<file path="src/rtl/knn_pkg.sv">
// Shared definitions for the KNN scheduler slice: default widths, the
// empty-slot distance value and the sequencer state encoding.
package knn_pkg;

   localparam int DEF_DATA_W = 32;
   localparam int DEF_IDX_W  = 10;
   localparam int DEF_DIST_W = 32;
   localparam int DEF_K      = 4;

   // Distance held by an unused neighbour slot.
   localparam logic [DEF_DIST_W-1:0] DIST_MAX = '1;

   typedef enum logic [2:0] {
      S_IDLE,
      S_CLEAR,
      S_FETCH,
      S_WAIT_MEM,
      S_ISSUE,
      S_WAIT_RES,
      S_INSERT,
      S_FIN
   } state_t;

endpackage

</file>
<file path="src/rtl/knn_topk.sv">
// Sorted K-slot nearest-neighbour list. Slot 0 is the nearest. A new entry
// goes to the first slot whose distance is strictly larger (or to the first
// empty slot), pushing the remaining slots up and dropping the last one.
module knn_topk
   import knn_pkg::*;
#(
   parameter int IDX_W  = DEF_IDX_W,
   parameter int DIST_W = DEF_DIST_W,
   parameter int K      = DEF_K
)(
   input  logic                clk,
   input  logic                rst,
   input  logic                clr,
   input  logic                ins,
   input  logic [DIST_W-1:0]   ins_d,
   input  logic [IDX_W-1:0]    ins_i,
   output logic [K*IDX_W-1:0]  nb_idx,
   output logic [K*DIST_W-1:0] nb_dist,
   output logic [3:0]          nb_cnt
);

   localparam logic [3:0] K_CNT = 4'(K);

   logic [DIST_W-1:0] dist_q [K];
   logic [IDX_W-1:0]  idx_q  [K];
   logic [3:0]        cnt_q;
   logic [DIST_W-1:0] dist_n [K];
   logic [IDX_W-1:0]  idx_n  [K];
   logic [3:0]        cnt_n;
   logic              found;

   // Parallel compare and shift: once the insertion slot is found, every
   // higher slot takes its lower neighbour's old contents.
   always_comb begin
      found     = (ins_d < dist_q[0]) || (cnt_q == 4'd0);
      dist_n[0] = found ? ins_d : dist_q[0];
      idx_n[0]  = found ? ins_i : idx_q[0];
      for (int unsigned s = 1; s < K; s++) begin
         dist_n[s] = dist_q[s];
         idx_n[s]  = idx_q[s];
         if (found) begin
            dist_n[s] = dist_q[s-1];
            idx_n[s]  = idx_q[s-1];
         end else if ((ins_d < dist_q[s]) || (cnt_q == 4'(s))) begin
            dist_n[s] = ins_d;
            idx_n[s]  = ins_i;
            found     = 1'b1;
         end
      end
      cnt_n = (found && (cnt_q < K_CNT)) ? cnt_q + 4'd1 : cnt_q;
   end

   // List storage: cleared on reset or at the start of a search.
   always_ff @(posedge clk or posedge rst) begin
      if (rst) begin
         for (int unsigned s = 0; s < K; s++) begin
            dist_q[s] <= '1;
            idx_q[s]  <= '0;
         end
         cnt_q <= '0;
      end else if (clr) begin
         for (int unsigned s = 0; s < K; s++) begin
            dist_q[s] <= '1;
            idx_q[s]  <= '0;
         end
         cnt_q <= '0;
      end else if (ins) begin
         dist_q <= dist_n;
         idx_q  <= idx_n;
         cnt_q  <= cnt_n;
      end
   end

   // Flatten the slots onto the packed output buses.
   always_comb begin
      nb_idx  = '0;
      nb_dist = '0;
      for (int unsigned s = 0; s < K; s++) begin
         nb_idx[s*IDX_W +: IDX_W]   = idx_q[s];
         nb_dist[s*DIST_W +: DIST_W] = dist_q[s];
      end
   end

   assign nb_cnt = cnt_q;

endmodule

</file>
<file path="src/rtl/knn_sched.sv">
// KNN search sequencer: fetches each point from the point memory, hands the
// (test, data) pair to the shared distance unit and folds every result into
// the K-nearest list.
module knn_sched
   import knn_pkg::*;
#(
   parameter int DATA_W = DEF_DATA_W,
   parameter int IDX_W  = DEF_IDX_W,
   parameter int DIST_W = DEF_DIST_W,
   parameter int K      = DEF_K
)(
   input  logic                clk,
   input  logic                rst,
   input  logic                start,
   input  logic [IDX_W:0]      n_points,
   input  logic [DATA_W-1:0]   test_point,
   output logic                busy,
   output logic                done,
   output logic                mem_en,
   output logic [IDX_W-1:0]    mem_addr,
   input  logic [DATA_W-1:0]   mem_rdata,
   output logic                dist_valid,
   input  logic                dist_ready,
   output logic [DATA_W-1:0]   dist_a,
   output logic [DATA_W-1:0]   dist_b,
   input  logic                dist_res_valid,
   input  logic [DIST_W-1:0]   dist_res,
   output logic [K*IDX_W-1:0]  nb_idx,
   output logic [K*DIST_W-1:0] nb_dist,
   output logic [3:0]          nb_cnt
);

   localparam logic [IDX_W:0] IDX_ONE = {{IDX_W{1'b0}}, 1'b1};

   state_t            state;
   logic [IDX_W:0]    idx;
   logic [IDX_W:0]    n_lat;
   logic [DIST_W-1:0] res_d;

   // idx carries one extra bit so a full 2**IDX_W scan never wraps.
   assign mem_addr = idx[IDX_W-1:0];

   // Sequencer FSM with registered handshake and status outputs.
   always_ff @(posedge clk or posedge rst) begin
      if (rst) begin
         state      <= S_IDLE;
         idx        <= '0;
         n_lat      <= '0;
         res_d      <= '0;
         busy       <= 1'b0;
         done       <= 1'b0;
         mem_en     <= 1'b0;
         dist_valid <= 1'b0;
         dist_a     <= '0;
         dist_b     <= '0;
      end else begin
         done   <= 1'b0;
         mem_en <= 1'b0;
         case (state)
            S_IDLE: begin
               if (start) begin
                  n_lat  <= n_points;
                  dist_a <= test_point;
                  idx    <= '0;
                  busy   <= 1'b1;
                  state  <= S_CLEAR;
               end
            end
            S_CLEAR: begin
               if (n_lat == '0) begin
                  state <= S_FIN;
               end else begin
                  mem_en <= 1'b1;
                  state  <= S_FETCH;
               end
            end
            S_FETCH: state <= S_WAIT_MEM;
            S_WAIT_MEM: begin
               dist_b     <= mem_rdata;
               dist_valid <= 1'b1;
               state      <= S_ISSUE;
            end
            S_ISSUE: begin
               if (dist_ready) begin
                  dist_valid <= 1'b0;
                  state      <= S_WAIT_RES;
               end
            end
            S_WAIT_RES: begin
               if (dist_res_valid) begin
                  res_d <= dist_res;
                  state <= S_INSERT;
               end
            end
            S_INSERT: begin
               if ((idx + IDX_ONE) == n_lat) begin
                  state <= S_FIN;
               end else begin
                  idx    <= idx + IDX_ONE;
                  mem_en <= 1'b1;
                  state  <= S_FETCH;
               end
            end
            S_FIN: begin
               done  <= 1'b1;
               busy  <= 1'b0;
               state <= S_IDLE;
            end
            default: state <= S_IDLE;
         endcase
      end
   end

   knn_topk #(
      .IDX_W  (IDX_W),
      .DIST_W (DIST_W),
      .K      (K)
   ) u_topk (
      .clk     (clk),
      .rst     (rst),
      .clr     (state == S_CLEAR),
      .ins     (state == S_INSERT),
      .ins_d   (res_d),
      .ins_i   (idx[IDX_W-1:0]),
      .nb_idx  (nb_idx),
      .nb_dist (nb_dist),
      .nb_cnt  (nb_cnt)
   );

endmodule

</file>
<file path="config.mk">
export PLATFORM = sky130hd
export DESIGN_NAME = knn_sched
export DESIGN_NICKNAME = d
export VERILOG_FILES = /design/src/rtl/knn_pkg.sv /design/src/rtl/knn_topk.sv /design/src/rtl/knn_sched.sv
export SDC_FILE = /design/constraint.sdc
export NUM_CORES = 1
export LEC_CHECK = 0
export BUFFER_PORTS_ARGS = -buffer_cell sky130_fd_sc_hd__buf_2
export CORE_MARGIN = 1
export CORE_UTILIZATION = 50
export DETAILED_ROUTE_END_ITERATION = 10
export PLACE_DENSITY = 0.77
export SLEW_MARGIN = 20
export SYNTH_ARGS = -nofsm -noshare
export SYNTH_HDL_FRONTEND = slang
export SYNTH_SLANG_ARGS = --single-unit
</file>
<file path="constraint.sdc">
create_clock -name clk -period 8.94 [get_ports clk]
set_input_delay 0.447 -clock clk [delete_from_list [all_inputs] [get_ports clk]]
set_output_delay 0.447 -clock clk [all_outputs]
set_load 0.02 [all_outputs]
</file>
==> summary.md, run 1 <==
| Metric | Value |
|---|---|
| Status | completed |
| Number of synthesized flops with an enable pin | 0 |
| Normalized max-slew margin | 0.225 |
| Post-DP Area | between 15,000 and 20,000 µm² |
| # resized after CTS | 0 |
| Worst R2R Start | u_topk.nb_dist[31]$_DFFE_PP1P_ |
| Reg clk slew, reported paths | 0.06 ns |
| Die area | between 30,000 and 40,000 µm² |
| Hold Buf Count CTS | 0 |
| Post-synth top cells | 169 x dfrtp_1, 162 x nor2_1, 154 x nand2_1 |
| Slowest CP cell | or4_1 |
| Area leader, netlist | dfrtp_1 |
| Total Wirelength | 50.0 mm |
| Pwr Total | 7.92 mW |
| CTS H-tree lvls | 2 |
| Seq. cell area | 7590 µm² |
| R2R cell count | 12 |
| Peak VDD IR | 275 µV |
| Post-route setup slack | 4.21 ns |
| Hold Vio Cnt, Final | 0 |
| Tmin final | 4.73 ns |
| CTS tree | yes |
| Vias per cell | between 5 and 6 |
| Number of port buffers | 361 |
| Top FF cell, synth | dfrtp_1 |
| Routability cong. | 0.928 |
| Final Core Density | 0.612 |
| RSZ-0062 raised after global routing | no |
| Clock Sinks | 297 |
| Yosys cell types | 58 |
| Crit Path Class | reg2reg |
| 1st-iter DRT viols | 898 |
| Synthesized net count | 1,939 |
| Number of antenna violations at the first check in global routing | 4 |
| CP Max Fanout | 39 |
| Drt first pass iters | 5 |
| Initial Util | 0.513 |
| CP bufs+invs | 3 |
| GR Overflow Total | 0 |
| Vias in the first global route | 14,300 |
| Max-Cap Viols | 0 |
| Reg2reg end | u_topk.nb_dist[114]$_DFFE_PP1P_ |
| # fillers | 2,745 |
| Synth Register Bits | between 200 and 300 |
| Crit-path cells | inv_1 > ha_1 > nand4_2 > nor4_2 > and2_1 > nor3b_2 > a211oi_4 > buf_4 > or4_1 > o31ai_4 > buf_4 > mux2i_1 |
| Clock Latency Late Sink | 0.53 ns |
| Area Overhead vs Synth | 19.3% |
| Gr usage total | 0.293 |
| Fmax | between 200 and 250 MHz |
| CP Data Arrival Time | 5.17 ns |
| Largest stage delay, worst path | 0.93 ns |
| Setup_tns | 0 ns |
| Multi-input gate area | 8290 µm² |
| Total CTS buffers | 36 |
| Post-synthesis sequential area ratio | 0.451 |
| Worst slew pin tran | roughly 1.2 ns |
| Root buffer cell | clkbuf_16 |
| CTS Buffer Depth | 3 |
| Pre-CTS WS | around 4.2 ns |
| Total number of vias | 14,200 |
| HP Class | in2async |
| # setup viols final | 0 |
| Fin area | 20,100 µm² |
| Die H | about 190 µm |
| Synth area leaders | dfrtp_1 25%, dfstp_2 20%, ha_1 9.9%, mux2_2 7.3%, mux2i_1 5.7% |
| CP endpoint kind | flip-flop |
| Clock Skews | 0.0215 ns |
| Power density over cell area | 395 nW/µm² |
| Critical path required time | 9.38 ns |
| Slew Limit Fails | 0 |
| Yosys warning count | 0 |
| First-pass GRT wire length | about 80 mm |
| Site row count | 66 |
| Area of the core | 32,800 µm² |
| Yosys top cell area share | 0.251 |
| Final ANT Viol Nets | 0 |
| Syn avg cell area | 9.93 µm² |
| Cell area after technology mapping | 16,800 µm² |
| Most frequent cell after synthesis | dfrtp_1 |
| Top Ports | approximately 360 |
| Postcts setup bufs | 0 |
| Leak Pwr | 10.4 nW |
| CP most frequent cell | buf_4 |
| CP delay by family, top | simple AND/OR/NAND/NOR gates |
| Share of layout cells above drive strength 1 | 0.342 |
| Flop2flop setup slack | 4.21 ns |
| Async S/R FF share, synth | 1.00 |
| Routed length per placed instance | slightly above 20 µm |
| Die X | 185 µm |
| Worst setup SP type | flip-flop |
| Post-route clock period utilization | 0.530 |
| Post-Synthesis Cells | about 1,700 |
| Pin count of the biggest net entering global routing | 170 |
| Nets | roughly 2,200 |
| Residual DRC | 0 |
| Post-DP HPWL | 35.0 mm |
[logic make-up (layout without fill, tap and decap cells)]
| kind of cell | after synthesis | count (layout) | share of synthesized area |
|---|---|---|---|
| xor+xnor | 17 | 17 | 0.00885 |
| other cells | 0 | 2 | 0 |
| flops | 297 | 297 | 0.451 |
| compound gates | 361 | 361 | 0.136 |
| simple gates | 432 | 432 | 0.114 |
| mux | 204 | 204 | 0.130 |
| buf+inv | 250 | 578 | 0.0611 |
| fa+ha+maj | 133 | 133 | 0.0989 |
[layout by cell type (no fill, tap or decap), types with 7 or more instances in the layout]
cell / Yosys / final
a21oi_1: 121 / 121
nor2_1: 162 / 160
mux2_2: 109 / 109
mux2i_1: 95 / 95
a21o_1: 11 / 11
nand4_1: 15 / 15
o211ai_1: 32 / 32
dfrtp_1: 169 / 169
dfstp_2: 128 / 128
o221ai_1: 11 / 11
a211oi_1: 15 / 14
inv_1: 136 / 135
nand3_1: 26 / 25
nor3_1: 10 / 10
clkinv_2: 0 / 10
o311ai_0: 34 / 34
xnor2_1: 13 / 13
nand2b_1: 11 / 10
buf_2: 11 / 361
o21ai_0: 93 / 92
clkbuf_1: 76 / 8
buf_4: 11 / 14
and2_1: 7 / 7
clkbuf_16: 0 / 36
nor2b_1: 19 / 17
and4_1: 7 / 7
nand2_1: 154 / 154
ha_1: 133 / 133
[state kept, by name (all words and copies together), names as in the netlist, 4 cells and up]
register / count
u_topk.nb_dist: 128
u_topk.nb_idx: 40
dist_a: 32
dist_b: 32
res_d: 32
idx: 11
n_lat: 11
u_topk.nb_cnt: 4
[layer usage]
metal / vias up / track usage / wire length (µm)
met5: - / 0 / 13
met4: 2 / 0.103 / 1560
met3: 97 / 0.0686 / 4030
met2: 575 / 0.494 / 24200
met1: 7014 / 0.365 / 20200
li1: 6535 / - / -
[where the power goes]
| part | leakage (nW) | switching, mW | internal [mW] |
|---|---|---|---|
| sequential | 3.46 | 0.693 | 2.10 |
| clock | 0.589 | 0.592 | 0.859 |
| combinational | 6.39 | 2.26 | 1.42 |
[metrics by stage]
stage          hold slack, ns  instances
2_1_floorplan           0.512       1694
3_3_place_gp            0.482       2398
3_5_place_dp            0.489       2398
4_1_cts                 0.125       2464
5_1_grt                 0.133       2465
6_report                0.106       2466
[worst max path at each step]
stage,startpoint,end,cells past startpoint
after detailed placement,u_topk.nb_dist[31]$_DFFE_PP1P_,u_topk.nb_dist[115]$_DFFE_PP1P_,12
after CTS,u_topk.nb_dist[31]$_DFFE_PP1P_,u_topk.nb_dist[114]$_DFFE_PP1P_,12
after floorplan,rst,busy$_DFFE_PP0P_,1
after global placement,u_topk.nb_dist[31]$_DFFE_PP1P_,u_topk.nb_dist[118]$_DFFE_PP1P_,12
final,u_topk.nb_dist[31]$_DFFE_PP1P_,u_topk.nb_dist[114]$_DFFE_PP1P_,12
after global routing,u_topk.nb_dist[31]$_DFFE_PP1P_,u_topk.nb_dist[114]$_DFFE_PP1P_,12
[cell type report]
class,instances,area share
multi-input combinational,1147,0.413
sequential,297,0.378
timing repair buffer,376,0.0963
clock buffer,50,0.0505
tap,442,0.0276
inverter,136,0.0258
clock inverter,16,0.00836
antenna,2,0.000249
Power figures use the tool's default switching activity.
==> inputs of run 2 (changes only) <==
- ABC_AREA: default -> 1
- CORE_UTILIZATION: 50 -> 56
- PLACE_DENSITY: 0.77 -> 0.82
- clock period: 8.94 -> 4.9 ns (I/O delays scaled with it)
==> run 2 against run 1 <==
Cell count increased by 12%. Largest cell class unchanged. First-iteration DRC count increased by 39%. Utilization increased by 9.2 points. Largest power group unchanged. Synthesized cell count increased by 14%.
==> summary.md, run 2 <==
| Metric | Value |
|---|---|
| Status | completed |
| Cell area after technology mapping | 16,800 µm² (-0.21%) |
| Syn avg cell area | 8.72 µm² (-12%) |
| Post-synthesis sequential area ratio | 0.452 (+0.000942) |
| Vias in the first global route | 15,400 (+8.1%) |
| Synth Register Bits | 297 (unchanged) |
| Post-Synthesis Cells | 1,925 (+14%) |
| Crit Path Class | reg2reg |
| Final ANT Viol Nets | 0 (unchanged) |
| Commonest non-fill, non-tap cell in the layout | nand2_1 |
| Top FF cell, synth | dfrtp_1 |
| Most frequent cell after synthesis | nand2_1 |
| Drt first pass iters | 6 (+1) |
| Peak VDD IR | 472 µV (+72%) |
| Clock Skews | 0.0151 ns (-0.00638 ns) |
| Area of the core | 29,600 µm² (-9.8%) |
| Hold_ws | 0.0146 ns (-0.0915 ns) |
| Nets | 2,577 (+15%) |
| Slew Limit Fails | 0 (unchanged) |
| Yosys cell types | 46 (-21%) |
| Fmax | 248 MHz (+18%) |
| Most frequent cells in the layout | 435 x nand2_1, 361 x buf_2, 188 x inv_1, 184 x nand3_1, 169 x dfrtp_1 |
| Vias per cell | 5.69 (-1.4%) |
| Post-route setup slack | 0.874 ns (-3.33 ns) |
| RSZ-0062 raised after global routing | no |
| Hold Vio Cnt, Final | 0 (unchanged) |
| Critical path required time | 5.35 ns (-4.03 ns) |
| CTS H-tree lvls | 2 (unchanged) |
| Post-synth top cells | 437 x nand2_1, 190 x inv_1, 186 x nand3_1 |
| Pin count of the biggest net entering global routing | 176 (+3.5%) |
| CP endpoint kind | flip-flop |
| Power density over cell area | 755 nW/µm² (+91%) |
| CP Data Arrival Time | 4.47 ns (-0.70 ns) |
| Leak Pwr | 10.6 nW (+1.9%) |
| Normalized max-slew margin | 0.319 (+0.0937) |
| Routability cong. | 0.905 (-2.4%) |
| Clock Latency Late Sink | 0.52 ns (about the same) |
| Reg clk slew, reported paths | 0.06 ns (about the same) |
| Largest register FFs | 128 (unchanged) |
| Routed length per placed instance | 18.7 µm (-7.5%) |
| Tmin final | 4.03 ns (-0.709 ns) |
| Site row count | 63 (-4.5%) |
| Total CTS buffers | 35 (-2.8%) |
| # setup viols final | 0 (unchanged) |
| Worst slew pin tran | 1.02 ns (-0.135 ns) |
| Residual DRC | 0 (unchanged) |
| Die H | 175 µm (-5.5%) |
| First-pass GRT wire length | 81.7 mm (+4.3%) |
| HP Class | in2reg |
| Area Overhead vs Synth | 24.0% |
| Post-DP HPWL | 35.0 mm (+0.18%) |
| Postcts setup bufs | 0 (unchanged) |
| Die X | 175 µm (-5.5%) |
| Pwr Total | 15.7 mW (+98%) |
| Top Ports | 362 (unchanged) |
| CTS tree | yes |
| Pre-CTS WS | 0.865 ns (-3.36 ns) |
| Async S/R FF share, synth | 1.00 (unchanged) |
| Die area | 30,700 µm² (-11%) |
| Setup_tns | 0 ns (unchanged) |
| Number of synthesized flops with an enable pin | 0 (unchanged) |
| Post-route clock period utilization | 0.822 (+0.292) |
| Gr usage total | 0.338 (+0.0447) |
| Synth area leaders | dfrtp_1 25%, dfstp_2 20%, ha_1 9.9%, nand2_1 9.8%, mux2_2 6.2% |
| Root buffer cell | clkbuf_16 |
| Total number of vias | 15,600 (+9.9%) |
| Yosys top cell area share | 0.252 (+0.000525) |
| CP Max Fanout | 64 (+64%) |
| Max-Cap Viols | 0 (unchanged) |
| CTS Buffer Depth | 3 (unchanged) |
| Synthesized net count | 2,170 (+12%) |
| 1st-iter DRT viols | 1,249 (+39%) |
| Total Wirelength | 51.6 mm (+3.2%) |
| GR Overflow Total | 0 (unchanged) |
| Area leader, netlist | dfrtp_1 |
| # resized after CTS | 0 (unchanged) |
| Number of antenna violations at the first check in global routing | 2 (-2) |
| Share of layout cells above drive strength 1 | 0.296 (-0.0453) |
| Clock Sinks | 297 (unchanged) |
| Yosys warning count | 0 (unchanged) |
| Number of port buffers | 361 (unchanged) |
| Worst setup SP type | flip-flop |
| Initial Util | 0.568 (+0.0548) |
==> run 2: power breakdown <==
group | internal, mW | switching, mW
Clock | 1.56 | 1.06
Sequential | 3.90 | 1.16
Combinational | 2.89 | 5.14
Total | 8.35 | 7.36
==> run 2: cell families (layout without fill, tap and decap cells) <==
| group | after synthesis | after routing | share of synthesized area |
|---|---|---|---|
| AND/OR/NAND/NOR | 746 | 746 | 0.189 |
| AO/OA/AOI/OAI | 339 | 339 | 0.112 |
| buffers and inverters | 305 | 738 | 0.0792 |
| flip-flops | 297 | 297 | 0.452 |
| adder cells (fa/ha/maj) | 133 | 133 | 0.0991 |
| multiplexers | 92 | 92 | 0.0617 |
| XOR/XNOR | 13 | 13 | 0.00678 |
| other | 0 | 2 | 0 |
==> run 2: layer usage <==
metal | vias up | global-route usage | wire [µm]
li1 | 7233 | - | -
met1 | 7466 | 0.420 | 20000
met2 | 792 | 0.559 | 24500
met3 | 143 | 0.0753 | 4630
met4 | 0 | 0.157 | 2420
met5 | - | 0 | 0
==> run 2: area by class of cell <==
| cell class | instances | area (µm²) |
|---|---|---|
| clock buffer | 55 | 1070 |
| tap | 390 | 488 |
| fill | 2227 | 8740 |
| clock inverter | 8 | 82.6 |
| antenna | 2 | 5.00 |
| timing repair buffer | 477 | 2940 |
| multi-input combinational | 1323 | 7890 |
| inverter | 198 | 751 |
| sequential | 297 | 7590 |
==> run 2: repair_timing <==
item	in CTS	in global routing
endpoints found under the hold margin	100	0
hold buffers	100	0
setup endpoints to repair	0	0
==> run 2: worst max-delay path, cell delays in order (launching register included) <==
cell and delay, ns:
dfstp_2 0.53, inv_1 0.07, ha_1 0.32, a21oi_1 0.19, o21ai_0 0.12, nand2_1 0.07
o211ai_1 0.13, nor2_1 0.24, nand2_2 0.10, nand2_4 0.39, nor2_8 0.16, nand2_2 0.10
nand2_1 0.35, nand2_2 0.23, buf_4 0.63, nand2_1 0.18, o21ai_2 0.09
==> run 2: final timing paths <==
check / startpoint / end / slack [ns] / cells after the start
max: u_topk.nb_dist[27]$_DFFE_PP1P_ / u_topk.nb_dist[72]$_DFFE_PP1P_ / 0.87 / 16
min: dist_res[10] / res_d[10]$_DFFE_PP0P_ / 0.01 / 3
max reg2reg: u_topk.nb_dist[27]$_DFFE_PP1P_ / u_topk.nb_dist[72]$_DFFE_PP1P_ / 0.87 / 16
min reg2reg: u_topk.nb_dist[117]$_DFFE_PP1P_ / u_topk.nb_dist[117]$_DFFE_PP1P_ / 0.49 / 2
max in group asynchronous: rst / res_d[0]$_DFFE_PP0P_ / 3.55 / 4
min in group asynchronous: rst / res_d[29]$_DFFE_PP0P_ / 0.16 / 3
==> run 2: metrics by stage <==
stage,area [µm²],utilization,instances
CTS,20800,0.704,2748
finish,20800,0.704,2750
floorplan,16800,-,1925
global route,20800,0.704,2750
global placement,18700,0.631,2585
detailed placement,18700,0.631,2585
